==> config.mk <==
export PLATFORM = sky130hd
export DESIGN_NAME = tag_freelist
export DESIGN_NICKNAME = d
export VERILOG_FILES = /design/src/rtl/tag_freelist_pkg.sv /design/src/rtl/tag_freelist_ram.sv /design/src/rtl/tag_freelist.sv
export SDC_FILE = /design/constraint.sdc
export NUM_CORES = 1
export LEC_CHECK = 0
export ABC_AREA = 1
export BUFFER_PORTS_ARGS = -buffer_cell sky130_fd_sc_hd__clkbuf_2
export CAP_MARGIN = 10
export CORE_MARGIN = 2
export CORE_UTILIZATION = 40
export CTS_BUF_LIST = sky130_fd_sc_hd__clkbuf_16
export DETAILED_ROUTE_END_ITERATION = 10
export GPL_ROUTABILITY_DRIVEN = 0
export SETUP_SLACK_MARGIN = 0.15
export SYNTH_ARGS = -nofsm -noshare
export SYNTH_HDL_FRONTEND = slang
export SYNTH_SLANG_ARGS = --single-unit
export TNS_END_PERCENT = 100
==> constraint.sdc <==
create_clock -name clock -period 17.1 [get_ports clock]
set_clock_uncertainty 0.1 [all_clocks]
set_input_delay 3.42 -clock clock [delete_from_list [all_inputs] [get_ports clock]]
set_output_delay 3.42 -clock clock [all_outputs]
set_load 0.02 [all_outputs]
==> src/rtl/tag_freelist_pkg.sv <==
// rtl/tag_freelist_pkg.sv - shared widths and types for the tag free list
package tag_freelist_pkg;

  localparam int TAG_W    = 5;
  localparam int NUM_TAGS = 1 << TAG_W;
  // index plus wrap bit; derived, never overridden
  localparam int PTR_W    = TAG_W + 1;

  typedef logic [TAG_W-1:0] tag_t;
  typedef logic [PTR_W-1:0] ptr_t;
  typedef logic [TAG_W:0]   cnt_t;

  localparam cnt_t NUM_TAGS_CNT = cnt_t'(NUM_TAGS);
  localparam ptr_t NUM_TAGS_PTR = ptr_t'(NUM_TAGS);

endpackage

==> src/rtl/tag_freelist_ram.sv <==
// rtl/tag_freelist_ram.sv - NUM_TAGS x TAG_W register array, 2 async reads, 2 sync writes
module tag_freelist_ram
  import tag_freelist_pkg::*;
(
  input  logic             clock,
  input  logic             reset,
  input  logic [TAG_W-1:0] rd_addr0,
  input  logic [TAG_W-1:0] rd_addr1,
  output logic [TAG_W-1:0] rd_data0,
  output logic [TAG_W-1:0] rd_data1,
  input  logic             wr_en0,
  input  logic [TAG_W-1:0] wr_addr0,
  input  logic [TAG_W-1:0] wr_data0,
  input  logic             wr_en1,
  input  logic [TAG_W-1:0] wr_addr1,
  input  logic [TAG_W-1:0] wr_data1
);

  tag_t mem_q [NUM_TAGS];
  tag_t mem_d [NUM_TAGS];

  // Reads are combinational so a write this cycle is only visible next cycle.
  assign rd_data0 = mem_q[rd_addr0];
  assign rd_data1 = mem_q[rd_addr1];

  // Next array contents: the two write ports never target the same slot.
  always_comb begin
    for (int i = 0; i < NUM_TAGS; i++) begin
      mem_d[i] = mem_q[i];
    end
    if (wr_en0) begin
      mem_d[wr_addr0] = wr_data0;
    end
    if (wr_en1) begin
      mem_d[wr_addr1] = wr_data1;
    end
  end

  // Array register; reset loads the identity permutation mem[i] = i.
  always_ff @(posedge clock or posedge reset) begin
    if (reset) begin
      for (int i = 0; i < NUM_TAGS; i++) begin
        mem_q[i] <= tag_t'(i);
      end
    end else begin
      for (int i = 0; i < NUM_TAGS; i++) begin
        mem_q[i] <= mem_d[i];
      end
    end
  end

endmodule

==> src/rtl/tag_freelist.sv <==
// rtl/tag_freelist.sv - dual-issue/dual-retire tag free list; optional TAG_FREELIST_DUP_CHECK_EN
module tag_freelist
  import tag_freelist_pkg::*;
(
  input  logic             clock,
  input  logic             reset,
  input  logic             Rd_en0,
  input  logic             Rd_en1,
  output logic [TAG_W-1:0] Tag_Out0,
  output logic [TAG_W-1:0] Tag_Out1,
  output logic             Tag_Valid0,
  output logic             Tag_Valid1,
  input  logic [TAG_W-1:0] RB_Tag0,
  input  logic [TAG_W-1:0] RB_Tag1,
  input  logic             RB_Tag_Valid0,
  input  logic             RB_Tag_Valid1,
  input  logic             Flush,
  output logic [TAG_W:0]   Free_Count,
  output logic             tagFifo_full,
  output logic             tagFifo_empty,
  output logic             Err_Overflow,
  output logic             Err_Dup
);

  ptr_t rptr_q, rptr_d;
  ptr_t wptr_q, wptr_d;
  logic err_ovf_q, err_ovf_d;

  cnt_t free_count;
  cnt_t nrd;
  cnt_t space;
  logic rd0, rd1;
  logic dup0, dup1;
  logic want0, want1;
  logic acc0, acc1;
  logic we0, we1;
  tag_t wa0, wa1;
  tag_t ra0, ra1;

  assign free_count    = wptr_q - rptr_q;
  assign Free_Count    = free_count;
  assign Tag_Valid0    = (free_count != '0);
  assign Tag_Valid1    = (free_count >= cnt_t'(2));
  assign tagFifo_full  = (wptr_q[TAG_W] != rptr_q[TAG_W]) &&
                         (wptr_q[TAG_W-1:0] == rptr_q[TAG_W-1:0]);
  assign tagFifo_empty = (wptr_q == rptr_q);
  assign Err_Overflow  = err_ovf_q;

  // Lookahead reads: the head two slots are always on the outputs.
  assign ra0 = rptr_q[TAG_W-1:0];
  assign ra1 = ra0 + tag_t'(1);

  tag_freelist_ram u_ram (
    .clock    (clock),
    .reset    (reset),
    .rd_addr0 (ra0),
    .rd_addr1 (ra1),
    .rd_data0 (Tag_Out0),
    .rd_data1 (Tag_Out1),
    .wr_en0   (we0),
    .wr_addr0 (wa0),
    .wr_data0 (RB_Tag0),
    .wr_en1   (we1),
    .wr_addr1 (wa1),
    .wr_data1 (RB_Tag1)
  );

  // Grant arithmetic: reads granted first, returns limited to the room left after them.
  always_comb begin
    rd0   = Rd_en0 & Tag_Valid0;
    rd1   = rd0 & Rd_en1 & Tag_Valid1;
    nrd   = cnt_t'(rd0) + cnt_t'(rd1);
    space = NUM_TAGS_CNT - (free_count - nrd);
    want0 = RB_Tag_Valid0 & ~dup0;
    want1 = RB_Tag_Valid1 & ~dup1;
    acc0  = want0 & (space != '0);
    acc1  = want1 & (space >= (acc0 ? cnt_t'(2) : cnt_t'(1)));
  end

`ifdef TAG_FREELIST_DUP_CHECK_EN
  logic [NUM_TAGS-1:0] free_vec_q, free_vec_d;
  logic                err_dup_q, err_dup_d;

  // A return of a tag already marked free is a duplicate; same tag twice drops port 1.
  assign dup0    = RB_Tag_Valid0 & free_vec_q[RB_Tag0];
  assign dup1    = RB_Tag_Valid1 &
                   (free_vec_q[RB_Tag1] | (RB_Tag_Valid0 & (RB_Tag0 == RB_Tag1)));
  assign Err_Dup = err_dup_q;

  // Free vector tracking: reads clear, accepted returns set, flush sets all.
  always_comb begin
    free_vec_d = free_vec_q;
    err_dup_d  = err_dup_q;
    if (Flush) begin
      free_vec_d = '1;
    end else begin
      if (rd0) free_vec_d[Tag_Out0] = 1'b0;
      if (rd1) free_vec_d[Tag_Out1] = 1'b0;
      if (acc0) free_vec_d[RB_Tag0] = 1'b1;
      if (acc1) free_vec_d[RB_Tag1] = 1'b1;
      if (dup0 | dup1) err_dup_d = 1'b1;
    end
  end

  // Free vector and sticky duplicate flag registers.
  always_ff @(posedge clock or posedge reset) begin
    if (reset) begin
      free_vec_q <= '1;
      err_dup_q  <= 1'b0;
    end else begin
      free_vec_q <= free_vec_d;
      err_dup_q  <= err_dup_d;
    end
  end
`else
  assign dup0    = 1'b0;
  assign dup1    = 1'b0;
  assign Err_Dup = 1'b0;
`endif

  // Pointer/write-port next state; flush rewinds rptr to reclaim every in-flight tag.
  always_comb begin
    rptr_d    = rptr_q;
    wptr_d    = wptr_q;
    err_ovf_d = err_ovf_q;
    we0       = 1'b0;
    we1       = 1'b0;
    wa0       = wptr_q[TAG_W-1:0];
    wa1       = wptr_q[TAG_W-1:0] + tag_t'(acc0);
    if (Flush) begin
      rptr_d = wptr_q - NUM_TAGS_PTR;
    end else begin
      rptr_d = rptr_q + ptr_t'(nrd);
      wptr_d = wptr_q + ptr_t'(acc0) + ptr_t'(acc1);
      we0    = acc0;
      we1    = acc1;
      if ((want0 & ~acc0) | (want1 & ~acc1)) begin
        err_ovf_d = 1'b1;
      end
    end
  end

  // Pointer and sticky overflow registers; reset starts with every tag free.
  always_ff @(posedge clock or posedge reset) begin
    if (reset) begin
      rptr_q    <= '0;
      wptr_q    <= NUM_TAGS_PTR;
      err_ovf_q <= 1'b0;
    end else begin
      rptr_q    <= rptr_d;
      wptr_q    <= wptr_d;
      err_ovf_q <= err_ovf_d;
    end
  end

endmodule

==> results.md <==
- Synth Register Bits: 173
- Area Growth Syn to Fin: 5.71%
- Drc violations: 0
- Most frequent cells in the layout: nand2_1 (672), o21ai_0 (286), inv_1 (262)
- Cell taking the most area after synthesis: nand2_1
- Mean Syn Cell Area: 6.09 sq um
- Synth unique cells: 36
- R2r worst-path depth: 32
- Vias per std cell: 5.62
- Cell Area, Placed: 14300 sq um
- TritonCTS clock tree: done
- Most common cell after layout, fill and taps aside: nand2_1
- Crit path max fanout: 76
- Antenna Nets Post-Route: 0
- RSZ-0062 raised after global routing: no
- Leak Pwr: 6.80 nW
- Relative slew slack: 16.3%
- Post-Syn Area: 14000 sq um
- Sequential share of the synthesized area: 31.7%
- Syn Inst Count: 2297
- HPWL after DPL: 35300 microns
- Port Buffer Count: 37
- Switching share of power: 55.5%
- Die X-Extent: 191 microns
- Mapped Nets: 2334
- Critical Path Start: rptr_q[1]
- Gates resized, CTS repair: 0
- Final setup fails: 0
- RR Startpoint: rptr_q[1]
- CP Class: register to primary output
- Vias in the first global route: 14000
- Post-layout minimum cycle time: 8.16 ns
- CTS Sinks: 173
- Critical Path Start Type: register
- Worst hold slack: 0.367 ns
- Required @ worst endpoint: 13.58 ns
- Hold Path Cell Cnt: 1
- Worst setup margin: 8.94 ns
- Site Rows: 68
- Sequential fraction of design power: 25.3%
- # hold bufs at CTS: 0
- Setup bufs post-CTS: 0
- CP arrival: 4.64 ns
- Power density cells: 218 nW/um^2
- Clock network power share: 11.3%
- Clock insertion delay at the later pin of the skew report: 0.46 ns
- Worst r2r dst: u_ram.mem_q[154]
- Hold Crit Start: Err_Overflow
- Pre-CTS WS: 9.05 ns
- Drt wl/cell: 19.9 microns
- Hold Path Class: register to register
- Drt first pass iters: 6
- Maximum VDD drop: 0.131 mV
- Core area: 34500 sq um
- Gr usage total: 29.9%
- Worst-path clk slew: 0.07 ns
- CTS max path bufs: 2
- Total Nets Final: 2276
- Synth warn: 0
- Area share of the largest cell type after synthesis: 18.0%
- Fmax: 123 MHz
- Die ar.: 36500 sq um
- Share of cells above drive strength 1: 8.39%
- Num CTS Buffers: 17
- Final setup TNS: 0 ns
- Fin. max-slew vios: 0
- Clock tree root buffer cell: clkbuf_16
- Critical Path Sink Type: primary output
- Starting Density: 40.6%
- Final worst path period share: 47.7%
- Comb pwr share: 63.4%
- Die H: 191 microns
- Max Cap Viol: 0
- N_diodes: 0
- First-pass GRT wire length: 82600 microns
- Final Hold Viols: 0
- Initial DRC Count: 1806
- Vias: 15200
- Internal Power: 0.00144 W
- WL final: 53900 microns
- R2R setup slack: 9.05 ns
- Initial antenna violation count: 0
- Fin area: 14800 sq um
- IO Count: 39
- Total congestion overflow: 0
- Worst Hold Path EP: Err_Overflow
- Psw: 0.00179 W
- Outcome: finished, final reports clean
- H-tree levels: 4
- Area contributors post-synth: nand2_1 (18%), dfrtp_1 (16%), dfstp_2 (15%)
- Largest net degree at the start of global routing: 105
- Slew @ Worst Pin: 1.25 ns
per-layer routing:
metal | share of wire (%) | track usage (%) | wire length (microns) | vias up
met4 | 4.4 | 13.0 | 2380 | 0
met3 | 9.1 | 6.28 | 4900 | 144
li1 | - | - | - | 7285
met5 | 0 | 0 | 0 | -
met1 | 42 | 39.6 | 22600 | 7069
met2 | 45 | 47.0 | 24000 | 706
flip-flops by register name, summed over array words and instances, names as in the netlist:
signal        count
Err_Overflow      1
rptr_q            6
u_ram.mem_q     160
wptr_q            6
cell usage after synthesis:
cell	instances
nand2_1	672
o21ai_0	286
inv_1	261
nor2_1	243
a21oi_1	164
nand3_1	164
clkbuf_1	92
dfrtp_1	92
dfstp_2	81
o21ai_1	61
o211ai_1	34
ha_1	16
nand4_1	15
o22ai_1	12
buf_4	11
buf_1	10
nor2_2	10
buf_6	9
xor2_1	9
buf_2	7
a31oi_1	6
inv_2	6
a311oi_1	5
and3_1	5
fa_1	4
nand2_2	4
nor3_1	4
clkinv_1	3
nand3_4	3
mux2i_1	2
a21o_1	1
a21oi_4	1
conb_1	1
o21a_1	1
o21bai_1	1
xnor2_1	1
area by class of cell:
class / instances / area [sq um]
clock buffers: 17 / 425
clock inverters: 15 / 85.1
fillers: 3713 / 19700
inverters: 270 / 1020
multi-input cells: 1725 / 7950
flip-flops and latches: 173 / 4440
well taps: 455 / 569
repair buffers: 52 / 298
per-stage QoR:
| step | utilization [%] | power, W | std cells |
|---|---|---|---|
| after floorplan | - | 0.00218 | 2297 |
| after global placement | 41.4 | 0.00277 | 2675 |
| after detailed placement | 41.4 | 0.00280 | 2675 |
| after CTS | 42.9 | 0.00318 | 2707 |
| after global routing | 42.9 | 0.00348 | 2707 |
| final | 42.9 | 0.00323 | 2707 |
power by group through the flow:
stage	Sequential, W	Clock (W)	Combinational [W]
floorplan	0.000731	0	0.00145
global placement	0.000811	0	0.00196
detailed placement	0.000814	0	0.00199
CTS	0.000811	0.000368	0.00200
global route	0.000838	0.000382	0.00226
finish	0.000818	0.000364	0.00205
worst max-delay path, stage by stage, from the launching register on:
cell      delay (ns)
dfrtp_2         0.34
buf_4           0.68
nand3_1         0.18
xor2_1          0.93
clkinv_1        0.69
and3_1          0.46
a311oi_1        0.43
a31oi_1         0.17
clkbuf_2        0.25
worst max path at each step:
stage	to	slack, ns	cells after the start
2_1_floorplan	Err_Overflow	9.03	1
3_3_place_gp	u_ram.mem_q[153]	9.21	24
3_5_place_dp	u_ram.mem_q[154]	9.05	25
4_1_cts	Tag_Out1[0]	9.14	8
5_1_grt	u_ram.mem_q[151]	8.52	33
6_report	Tag_Out1[0]	8.94	8
kinds of logic (layout without fill, tap and decap cells):
group	count (synthesis)	count (layout)	share of synthesized area, %
compound gates	572	572	21.5
buf+inv	399	354	11.5
fa+ha+maj	20	20	2.00
flops	173	173	31.7
mux	2	2	0.143
simple gates	1120	1120	32.5
other cells	1	1	0.0268
xor+xnor	10	10	0.626
(Power assumes the default switching activity.)
